**src/rtl/result_reader_if.sv**
```systemverilog
// Result-word input and byte-stream output bundle for result_reader.
// Latency: none, this is wiring only.
// Backpressure: in_ready throttles the producer and byte_ready throttles the consumer.
interface result_reader_if #(
  parameter int DEPTH = 4
) ();
  logic                     in_valid;
  logic [31:0]              inp1;
  logic                     in_ready;
  logic                     byte_valid;
  logic [7:0]               byte_data;
  logic                     byte_ready;
  logic                     byte_last;
  logic                     overflow;
  logic [$clog2(DEPTH):0]   level;

  // Producer/consumer side: drives words and byte_ready, observes the rest.
  modport master (
    output in_valid, inp1, byte_ready,
    input  in_ready, byte_valid, byte_data, byte_last, overflow, level
  );

  // Block side.
  modport slave (
    input  in_valid, inp1, byte_ready,
    output in_ready, byte_valid, byte_data, byte_last, overflow, level
  );
endinterface

```
**src/rtl/result_reader.sv**
```systemverilog
// Buffers 32-bit results in a DEPTH-entry FIFO and drains each word LSB byte first; RESULT_READER_PARITY_EN adds an XOR check byte.
// Latency: word pushed at edge N shows its first byte after edge N+1; words stream back-to-back with no bubble.
// Backpressure: in_ready = !full (a pop never frees room same cycle); bytes hold while byte_ready is low; pushes while full are dropped and flagged.
module result_reader #(
  parameter int DEPTH = 4
) (
  input  logic            clk,
  input  logic            reset_n,
  result_reader_if.slave  bus
);

  localparam int AW = $clog2(DEPTH);
  localparam int LW = AW + 1;

  localparam logic [0:0] S_IDLE = 1'b0;
  localparam logic [0:0] S_SEND = 1'b1;

`ifdef RESULT_READER_PARITY_EN
  localparam logic [2:0] LAST_IDX = 3'd4;
`else
  localparam logic [2:0] LAST_IDX = 3'd3;
`endif

  logic [31:0]   r_mem [DEPTH];
  logic [AW-1:0] r_wptr;
  logic [AW-1:0] r_rptr;
  logic [LW-1:0] r_level;
  logic [0:0]    r_state;
  logic [31:0]   r_shift;
  logic [2:0]    r_idx;
  logic          r_ovf;

  logic          w_full;
  logic          w_empty;
  logic          w_push;
  logic          w_send;
  logic          w_last;
  logic          w_accept;
  logic          w_load;
  logic [31:0]   w_head;

  assign w_full   = (r_level == LW'(DEPTH));
  assign w_empty  = (r_level == '0);
  assign w_push   = bus.in_valid && !w_full;
  assign w_send   = (r_state == S_SEND);
  assign w_last   = w_send && (r_idx == LAST_IDX);
  assign w_accept = w_send && bus.byte_ready;
  // Load the next word when idle, or in the same edge the final byte is taken.
  assign w_load   = !w_empty && ((r_state == S_IDLE) || (w_accept && w_last));
  assign w_head   = r_mem[r_rptr];

`ifdef RESULT_READER_PARITY_EN
  logic [7:0] r_par;
  logic [7:0] w_head_par;

  assign w_head_par = w_head[7:0] ^ w_head[15:8] ^ w_head[23:16] ^ w_head[31:24];
  assign bus.byte_data = !w_send ? 8'h00 :
                         (r_idx == LAST_IDX) ? r_par : r_shift[7:0];

  // Check byte is captured alongside the word so it needs no later recompute.
  always_ff @(posedge clk) begin
    if (!reset_n) begin
      r_par <= 8'h00;
    end else if (w_load) begin
      r_par <= w_head_par;
    end
  end
`else
  assign bus.byte_data = w_send ? r_shift[7:0] : 8'h00;
`endif

  assign bus.in_ready   = !w_full;
  assign bus.byte_valid = w_send;
  assign bus.byte_last  = w_last;
  assign bus.overflow   = r_ovf;
  assign bus.level      = r_level;

  // FIFO storage write; contents need no reset since pointers and level do.
  always_ff @(posedge clk) begin
    if (reset_n && w_push) begin
      r_mem[r_wptr] <= bus.inp1;
    end
  end

  // Pointers wrap naturally; level tracks push/pop so full and empty are unambiguous.
  always_ff @(posedge clk) begin
    if (!reset_n) begin
      r_wptr  <= '0;
      r_rptr  <= '0;
      r_level <= '0;
    end else begin
      if (w_push) begin
        r_wptr <= r_wptr + AW'(1);
      end
      if (w_load) begin
        r_rptr <= r_rptr + AW'(1);
      end
      r_level <= r_level + LW'(w_push) - LW'(w_load);
    end
  end

  // Serialiser FSM: load a word, shift one byte out per accepted beat.
  always_ff @(posedge clk) begin
    if (!reset_n) begin
      r_state <= S_IDLE;
      r_shift <= 32'h0;
      r_idx   <= 3'd0;
    end else if (w_load) begin
      r_state <= S_SEND;
      r_shift <= w_head;
      r_idx   <= 3'd0;
    end else if (w_accept) begin
      if (w_last) begin
        r_state <= S_IDLE;
        r_idx   <= 3'd0;
      end else begin
        r_idx   <= r_idx + 3'd1;
      end
      r_shift <= {8'h00, r_shift[31:8]};
    end
  end

  // Sticky overflow: set by any word offered while full, cleared only by reset.
  always_ff @(posedge clk) begin
    if (!reset_n) begin
      r_ovf <= 1'b0;
    end else if (bus.in_valid && w_full) begin
      r_ovf <= 1'b1;
    end
  end

endmodule

```
**src/flat_wrapper.sv**
```systemverilog
// flat-port wrapper written by rule: the top's interface ports become plain ports
module result_reader_flat 
#(
  parameter int DEPTH = 4
)
  (clk, reset_n, bus_in_valid, bus_inp1, bus_byte_ready, bus_in_ready, bus_byte_valid, bus_byte_data, bus_byte_last, bus_overflow, bus_level);
  result_reader_if #(.DEPTH(DEPTH)) bus_i ();
  input  logic clk;
  input  logic reset_n;
  input wire logic [$bits(bus_i.in_valid)-1:0] bus_in_valid;
  input wire logic [$bits(bus_i.inp1)-1:0] bus_inp1;
  input wire logic [$bits(bus_i.byte_ready)-1:0] bus_byte_ready;
  output wire logic [$bits(bus_i.in_ready)-1:0] bus_in_ready;
  output wire logic [$bits(bus_i.byte_valid)-1:0] bus_byte_valid;
  output wire logic [$bits(bus_i.byte_data)-1:0] bus_byte_data;
  output wire logic [$bits(bus_i.byte_last)-1:0] bus_byte_last;
  output wire logic [$bits(bus_i.overflow)-1:0] bus_overflow;
  output wire logic [$bits(bus_i.level)-1:0] bus_level;
  assign bus_i.in_valid = bus_in_valid;
  assign bus_i.inp1 = bus_inp1;
  assign bus_i.byte_ready = bus_byte_ready;
  assign bus_in_ready = bus_i.in_ready;
  assign bus_byte_valid = bus_i.byte_valid;
  assign bus_byte_data = bus_i.byte_data;
  assign bus_byte_last = bus_i.byte_last;
  assign bus_overflow = bus_i.overflow;
  assign bus_level = bus_i.level;
  result_reader #(.DEPTH(DEPTH)) u_core (.clk(clk), .reset_n(reset_n), .bus(bus_i));
endmodule
```
**config.mk**
```make
export PLATFORM = sky130hd
export DESIGN_NAME = result_reader_flat
export DESIGN_NICKNAME = d
export VERILOG_FILES = /design/src/rtl/result_reader_if.sv /design/src/rtl/result_reader.sv /design/src/flat_wrapper.sv
export SDC_FILE = /design/constraint.sdc
export NUM_CORES = 1
export LEC_CHECK = 0
export ABC_AREA = 1
export CAP_MARGIN = 15
export CORE_ASPECT_RATIO = 1.75
export CORE_MARGIN = 8
export CORE_UTILIZATION = 35
export CTS_BUF_LIST = sky130_fd_sc_hd__clkbuf_8
export DETAILED_ROUTE_END_ITERATION = 10
export PLACE_DENSITY = 0.52
export SLEW_MARGIN = 20
export SYNTH_ARGS = -nofsm -noshare
export SYNTH_HDL_FRONTEND = slang
export SYNTH_SLANG_ARGS = --single-unit
```
**constraint.sdc**
```tcl
create_clock -name clk -period 8.3 [get_ports clk]
set_input_delay 2.49 -clock clk [delete_from_list [all_inputs] [get_ports clk]]
set_output_delay 2.49 -clock clk [all_outputs]
set_load 0.02 [all_outputs]
```
# After elaboration in Yosys (flattened, before gate mapping)
# Memory sizes are Yosys's and may differ from the RTL's. A register that Yosys moved wholly into a read port is not among the register bits.
# Cells that the tools add are included.
[word_totals] input_bits=36 word_cells=43 regBits=44 n_memories=1 ram_bits=128 output_inout_bits=15
[memory_table] name="u_core.r_mem" words=4 width=32 rd=1 rd_ports_with_merged_regs=1 wr=1 line="result_reader.sv:24" rtl="logic [31:0] r_mem [DEPTH];"
[op_classes] n_reduce_logical=15 eq_ne=2 n_addsub=5 mux=11 bitwise_logic=2
[ops] op="$mux W32" n=2
[ops] op="$mux W8" n=1
[ops] op="$logic_and A1 B1 Y1" n=7
[ops] op="$mux W1" n=5
[ops] op="$add A2 B1 Y2 const B" n=2
[ops] op="$mux W2" n=2
[ops] op="$reduce_bool A2 Y1" n=2
[ops] op="$add A3 B1 Y3" n=1
[ops] op="$add A3 B1 Y3 const B" n=1
[ops] op="$eq A3 B2 Y1 const B" n=1
[ops] op="$eq A3 B3 Y1 const B" n=1
[ops] op="$logic_not A3 Y1" n=1
[ops] op="$mux W3" n=1
[ops] op="$sub A3 B1 Y3" n=1
[ops] op="$logic_not A1 Y1" n=2
[ops] op="$not A1 Y1" n=2
[ops] op="$reduce_and A2 Y1" n=1
[ops] op="$reduce_or A2 Y1" n=1
[ops] op="$logic_or A1 B1 Y1" n=1

# Longest topological paths before layout
# Gate-level depths: netlist of run 1.
[depth] depth_word=7 mapped_depth=12 ltp_nobuf=12

# Worst setup path before layout of run 1
# OpenSTA, ideal clock, no wires.
[synth_timing] path_kind="input-to-reg" startpoint="in reset_n" endpoint="mem u_core.r_mem[0][0] (enable)" setup_slack_ps=3653 arrival_ps=4226 path_buffers=1 setup_ps=421 t_required_ps=7879 cell_stages=3 cell_sequence="clkbuf_1 > nand2_1 > nor2_1"
[synth_between] elab_chain_len=3
[synth_lines] item="start, declared" line="flat_wrapper.sv:9" rtl="input logic reset_n;"
[synth_lines] item="$logic_and A1 B1 Y1" line="result_reader.sv:80" rtl="if (reset_n && w_push) begin"
[synth_lines] item="$mux W1" line="result_reader.sv:80"
[synth_lines] item="$mux W1 (implied by the code)" line="result_reader.sv:81" rtl="r_mem[r_wptr] <= bus.inp1;"
[synth_lines] item="end, declared" line="result_reader.sv:24"
# Every way passes these cells.

# Worst setup path in the final report of run 1
[layout_timing] startpoint="in bus_byte_ready" endpoint="reg u_core.r_level[2] (netlist: u_core.bus.level[2])"
[layout_between] elab_chain_len=5
[layout_lines] item="start, declared" line="flat_wrapper.sv:12" rtl="input wire logic [$bits(bus_i.byte_ready)-1:0] bus_byte_ready;"
[layout_lines] item="$logic_and A1 B1 Y1" line="result_reader.sv:47" rtl="assign w_accept = w_send && bus.byte_ready;"
[layout_lines] item="$logic_and A1 B1 Y1" line="result_reader.sv:49" rtl="assign w_load = !w_empty && ((r_state == S_IDLE) || (w_accept && w_last));"
[layout_lines] item="$logic_or A1 B1 Y1" line="result_reader.sv:49"
[layout_lines] item="$logic_and A1 B1 Y1" line="result_reader.sv:49"
[layout_lines] item="$sub A3 B1 Y3" line="result_reader.sv:98" rtl="r_level <= r_level + LW'(w_push) - LW'(w_load);"
[layout_lines] item="end signal, assigned" line="result_reader.sv:98"
[layout_lines] item="end, declared" line="result_reader.sv:27" rtl="logic [LW-1:0] r_level;"
# Every way passes these cells.
# A chain may end at the register's enable or synchronous reset.

==> impl_metrics.toml, run 1 <==
[global_route]
met3_usage_pct = 2.37
grt.met1_usage_pct = 13.9
grt_overflow = 0
antenna_found_initial = 0
track_usage_pct = 13.3
grt_max_degree = 74
grt_most_used_layer = "met2"
grt_pass1_vias = 4935
grt_pass1_wl_mm = 25.6
gr-usage-met2_pct = 25.1

[sta]
slew_headroom_pct = 35.4
setup_viol = 0
finalSetupTns_ps = 0
worstMarginPinSlew_ps = 967
max_freq_ghz = 0.194
drv_slew = 0
rsz0062_at_grt = "false"
hold_viol = 0
period_needed_ps = 5150
fin_crit_sh_pct = 62.1
fin_worst_skew_ps = 11.1

[worst_setup_path]
crit_type = "primary input to flop"
r2r-end = "u_core.bus.level[2]"
critPathLaunch = "bus_byte_ready"
arrival_ps = 5530
cp_max_fo = 36
startpoint_type = "primary input"
required_ps = 8680
reg2reg_depth = 11
r2r-start = "u_core.bus.byte_valid"
rrSetupSlack_ps = 5060
endpoint_kind = "flop"

[final_layout]
seq_area_mm2 = 0.00477
n_fill_cell = 2019
fin_util_pct = 40.7
multi_input_area_mm2 = 0.00204
drive_gt1_share_pct = 6.66
fin_cells = 999
antenna_cells = 0
area_growth_pct = 15.2
nets = 781
stdcell_area_mm2 = 0.00823

[die]
core_area_mm2 = 0.0202
die_w_um = 124
pin_count = 51
die_y_um = 205
die_area_mm2 = 0.0254
num_rows = 69
initial_core_util_pct = 35.3

[detailed_routing]
drc = 0
postRouteWirelength_mm = 16.0
ant_nets = 0
wl_per_cell_um = 16.0
drt_iter0_drc = 250
viasPerCell = 4.81
vias = 4803
drt-pass1-iter-count = 4

[placement]
port_buffers = 50
placed_cells = 967
place_area_mm2 = 0.00780
gp_congestion = 0.803
hpwl_mm = 10.1

[yosys]
synth_top_area_share_pct = 53.8
synth_area_leader_cell = "edfxtp_1"
seq_area_frac_synth_pct = 66.7
ys_dominant_reg_cell = "edfxtp_1"
synth_compound_area_share_pct = 4.89
synth_area_leaders = "edfxtp_1, nand2_1, dfxtp_1"
synthAdderAreaFrac_pct = 1.33
ys_types = 27
ys_warn_count = 0
synthSimpleGateAreaFrac_pct = 21.6
async_flop_share_pct = 0
synth_seq_cells = 174
yosys-top-cells-count = "nand2_1, edfxtp_1, nand3_1"
synth_top_family_by_area = "simple AND/OR/NAND/NOR gates"
synth_xor_xnor_area_share_pct = 0.245
synth.most_common_cell = "nand2_1"
syn_inst = 701
syn-num-nets = 744
avgSynthCellArea_um2 = 10.2
synthMuxAreaShare_pct = 0.315
synth_edf_count = 128
synth_area_mm2 = 0.00714

[clock_network]
cts.sinks = 174
postCtsHoldBufs = 0
htreeDepth = 4
numCtsBuffers = 17
cts_post_setup_buffers_inserted = 0
clkTransAtPathRegs_ps = 90
clock_path_buffers = 2
clock_latency_ps = 450
cts_tree = "yes"
cts_root_buf = "clkbuf_8"
cts_resized = 0

[power]
p_sw_mw = 1.02
p_total_mw = 2.69
p_comb_share_pct = 34.4
p_int_mw = 1.67
clkPwrFrac_pct = 23.4
seq_power_share_pct = 42.2
irDropWorstVdd_mv = 0.144
leakage_nw = 3.14
powerDensity_mw_per_mm2 = 327
p_sw_share_pct = 37.8

[run]
cap_violations = 0

[status]
status = "complete, no violations"

[hold_path]
whs_endpoint = "u_core.bus.overflow"
hp-class = "flop to flop"
min_path_cells = 2
min_from = "u_core.bus.overflow"
## cell families (layout without fill, tap and decap cells)
family,Yosys count,after routing
AOI/OAI and AO/OA,66,66
xor gates and xnor gates,2,2
adders and majority gates,7,7
muxes,1,1
DFF,174,174
and+or+nand+nor,376,376
buffers and inverters,75,125
## cell type report
class	count	share of cell area [%]
inverter	36	1.64
clock inverter	15	2.33
sequential	174	57.9
multi-input combinational	452	24.8
tap	248	3.77
clock buffer	17	2.84
timing repair buffer	57	6.72
## placed cells by master (no fill, tap or decap), types with 3 or more instances in the layout
cell type / Yosys / routed
nand2_1: 255 / 255
edfxtp_1: 128 / 128
nand3_1: 83 / 83
clkdlybuf4s50_1: 0 / 50
dfxtp_1: 46 / 45
a21oi_1: 42 / 42
inv_1: 34 / 34
nor2_1: 34 / 30
o21ai_0: 21 / 21
clkbuf_8: 0 / 17
inv_6: 0 / 11
buf_4: 7 / 7
ha_1: 6 / 6
nor2_2: 0 / 4
bufinv_16: 0 / 3
## worst max-delay path, cell delays in order
cell	delay [ps]
clkdlybuf4s50_1	540
nand2_2	120
o21bai_4	740
nand2_4	390
nor2_1	280
o21bai_1	150
ha_1	170
inv_1	50
fa_1	350
inv_1	70
o21ai_0	80
a21oi_1	120
## layer usage
| layer | vias up | wire [um] |
|---|---|---|
| li1 | 2418 | - |
| met1 | 2286 | 6010 |
| met2 | 82 | 9050 |
| met3 | 17 | 604 |
| met4 | 0 | 309 |
| met5 | - | 0 |
## sequential cells by signal, indices dropped and copies added, names as in the netlist, named ones only
name	cells
u_core.r_wptr	2
u_core.bus.overflow	1
u_core.bus.level	3
u_core.bus.byte_valid	1
u_core.r_mem	128
u_core.r_idx	3
u_core.r_rptr	2
u_core.r_shift	32
## how the worst max path moves through the flow
stage / cells after the start / slack [ps] / to
6_report: 12 / 3150 / u_core.bus.level[2]
5_1_grt: 12 / 2880 / u_core.bus.level[2]
4_1_cts: 12 / 3100 / u_core.bus.level[2]
3_5_place_dp: 12 / 2610 / u_core.bus.level[2]
3_3_place_gp: 12 / 2660 / u_core.bus.level[2]
2_1_floorplan: 3 / 3650 / u_core.r_mem[0][0]
## stage by stage
step                      setup slack, ps  hold slack (ps)
after floorplan                      3650              437
after global placement               2660              441
after detailed placement             2610              453
after CTS                            3100              467
after global routing                 2880              483
final                                3150              457
## power groups by stage
stage	Clock (mW)	Sequential [mW]	Combinational, mW
final	0.630	1.14	0.925
after global routing	0.678	1.15	1.06
after CTS	0.650	1.14	0.953
after detailed placement	0	1.16	0.951
after global placement	0	1.15	0.934
after floorplan	0	1.15	0.696
Power figures use the tool's default switching activity.
==> inputs of run 2 (changes only) <==
==> constraint.sdc (replaced) <==
create_clock -name clk -period 4.9 [get_ports clk]
set_input_delay 1.47 -clock clk [delete_from_list [all_inputs] [get_ports clk]]
set_output_delay 1.47 -clock clk [all_outputs]
set_load 0.02 [all_outputs]
==> impl_metrics.toml, run 2 (synthesis results as in run 1) <==
[power]
powerDensity_mw_per_mm2 = 551
clkPwrFrac_pct = 22.6
p_sw_mw = 1.74
leakage_nw = 3.14
p_comb_share_pct = 34.8
irDropWorstVdd_mv = 0.373
p_sw_share_pct = 38.4
p_int_mw = 2.79
seq_power_share_pct = 42.6

[final_layout]
mostFrequentLayoutCell = "nand2_1"
final_cell_mix = "nand2_1, edfxtp_1, nand3_1"
n_fill_cell = 2031
fin_util_pct = 40.7
largest-register = "u_core.r_mem"
biggestRegsByFlops = "u_core.r_mem x128, u_core.r_shift x32"
nets = 784
drive_gt1_share_pct = 6.90
antenna_cells = 0
largest_reg_flops = 128
area_growth_pct = 15.3
fin_cells = 1002

[placement]
hpwl_mm = 10.0
gp_congestion = 0.758
placed_cells = 970
port_buffers = 50

[global_route]
antenna_found_initial = 0
track_usage_pct = 13.1
grt_max_degree = 74
grt_pass1_vias = 4708
grt_pass1_wl_mm = 25.2
grt_overflow = 0

[detailed_routing]
ant_nets = 0
viasPerCell = 4.83
drc = 0
drt_iter0_drc = 380
vias = 4840
routed-wl-met3_um = 483
wl_met2_mm = 9.10
wl_per_cell_um = 16.1
postRouteWirelength_mm = 16.1
routed.top_layer = "met4"
drt-pass1-iter-count = 4
met1_length_mm = 6.23

[sta]
slew_headroom_pct = 34.9
period_needed_ps = 3530
fin_worst_skew_ps = 10.8
setup_viol = 0
rsz0062_at_grt = "false"
max_freq_ghz = 0.283
finalSetupTns_ps = 0
hold_viol = 0
worstMarginPinSlew_ps = 976
drv_slew = 0
fin_crit_sh_pct = 72.0

[clock_network]
clock_path_buffers = 2
clkTransAtPathRegs_ps = 100
numCtsBuffers = 17
cts.sinks = 174
htreeDepth = 4
cts_resized = 0
clock_latency_ps = 450
postCtsHoldBufs = 0
cts_root_buf = "clkbuf_8"
cts_tree = "yes"
cts_post_setup_buffers_inserted = 0

[worst_setup_path]
rrSetupSlack_ps = 2310
endpoint_kind = "primary output"
crit_type = "flop to primary output"
startpoint_type = "flop"
arrival_ps = 2060
required_ps = 3430
cp_max_fo = 12

[die]
initial_core_util_pct = 35.3
num_rows = 69
die_y_um = 205
core_area_mm2 = 0.0202
die_w_um = 124
die_area_mm2 = 0.0254
pin_count = 51

[status]
status = "complete, no violations"

[run]
cap_violations = 0

[hold_path]
hp-class = "flop to flop"
run 2: changes by cell type in the layout (fill, tap and decap cells not counted):
cell,previous run,this run
clkinvlp_4,0,1
inv_8,0,1
inv_6,11,10
clkinv_1,1,2
bufinv_16,3,2
clkinv_2,1,0
buf_4,7,10
run 2: per-stage QoR:
stage | hold slack, ps | setup WS [ps] | instance area (um2) | power (mW)
global route | 481 | 1180 | 8230 | 4.84
global placement | 448 | 1070 | 7830 | 3.54
CTS | 461 | 1270 | 8230 | 4.60
floorplan | 437 | 1270 | 7140 | 3.12
finish | 459 | 1370 | 8230 | 4.53
detailed placement | 447 | 1000 | 7830 | 3.57
run 2: worst max-delay path: stages (launching register included):
cell and delay (ps):
dfxtp_1 650, inv_1 110, nor2_1 200, clkdlybuf4s50_1 640
run 2: path summary, 6_finish.rpt:
kind / startpoint / endpoint / cells past startpoint
max: u_core.bus.byte_valid / bus_byte_last / 3
max reg2reg: u_core.bus.level[1] / u_core.bus.level[2] / 11
min: u_core.bus.overflow / u_core.bus.overflow / 2
min reg2reg: u_core.bus.overflow / u_core.bus.overflow / 2
run 2: cell type report:
| cell class | count | area (um2) | area share (%) |
|---|---|---|---|
| Clock inverter | 15 | 170 | 2.07 |
| Sequential cell | 174 | 4770 | 57.9 |
| Timing Repair Buffer | 60 | 576 | 6.99 |
| Tap cell | 248 | 310 | 3.77 |
| Inverter | 36 | 135 | 1.64 |
| Multi-Input combinational cell | 452 | 2040 | 24.8 |
| Clock buffer | 17 | 234 | 2.84 |
run 2: metal layers:
| layer | up-vias | GRT usage (%) |
|---|---|---|
| li1 | 2415 | - |
| met1 | 2343 | 13.8 |
| met2 | 70 | 24.2 |
| met3 | 12 | 2.59 |
| met4 | 0 | 5.85 |
| met5 | - | 0 |
run 2: power by group through the flow:
| stage | combinational [mW] | clock (mW) | sequential (mW) |
|---|---|---|---|
| global route | 1.79 | 1.10 | 1.95 |
| detailed placement | 1.61 | 0 | 1.96 |
| global placement | 1.59 | 0 | 1.96 |
| floorplan | 1.18 | 0 | 1.94 |
| CTS | 1.61 | 1.05 | 1.93 |
| finish | 1.58 | 1.02 | 1.93 |
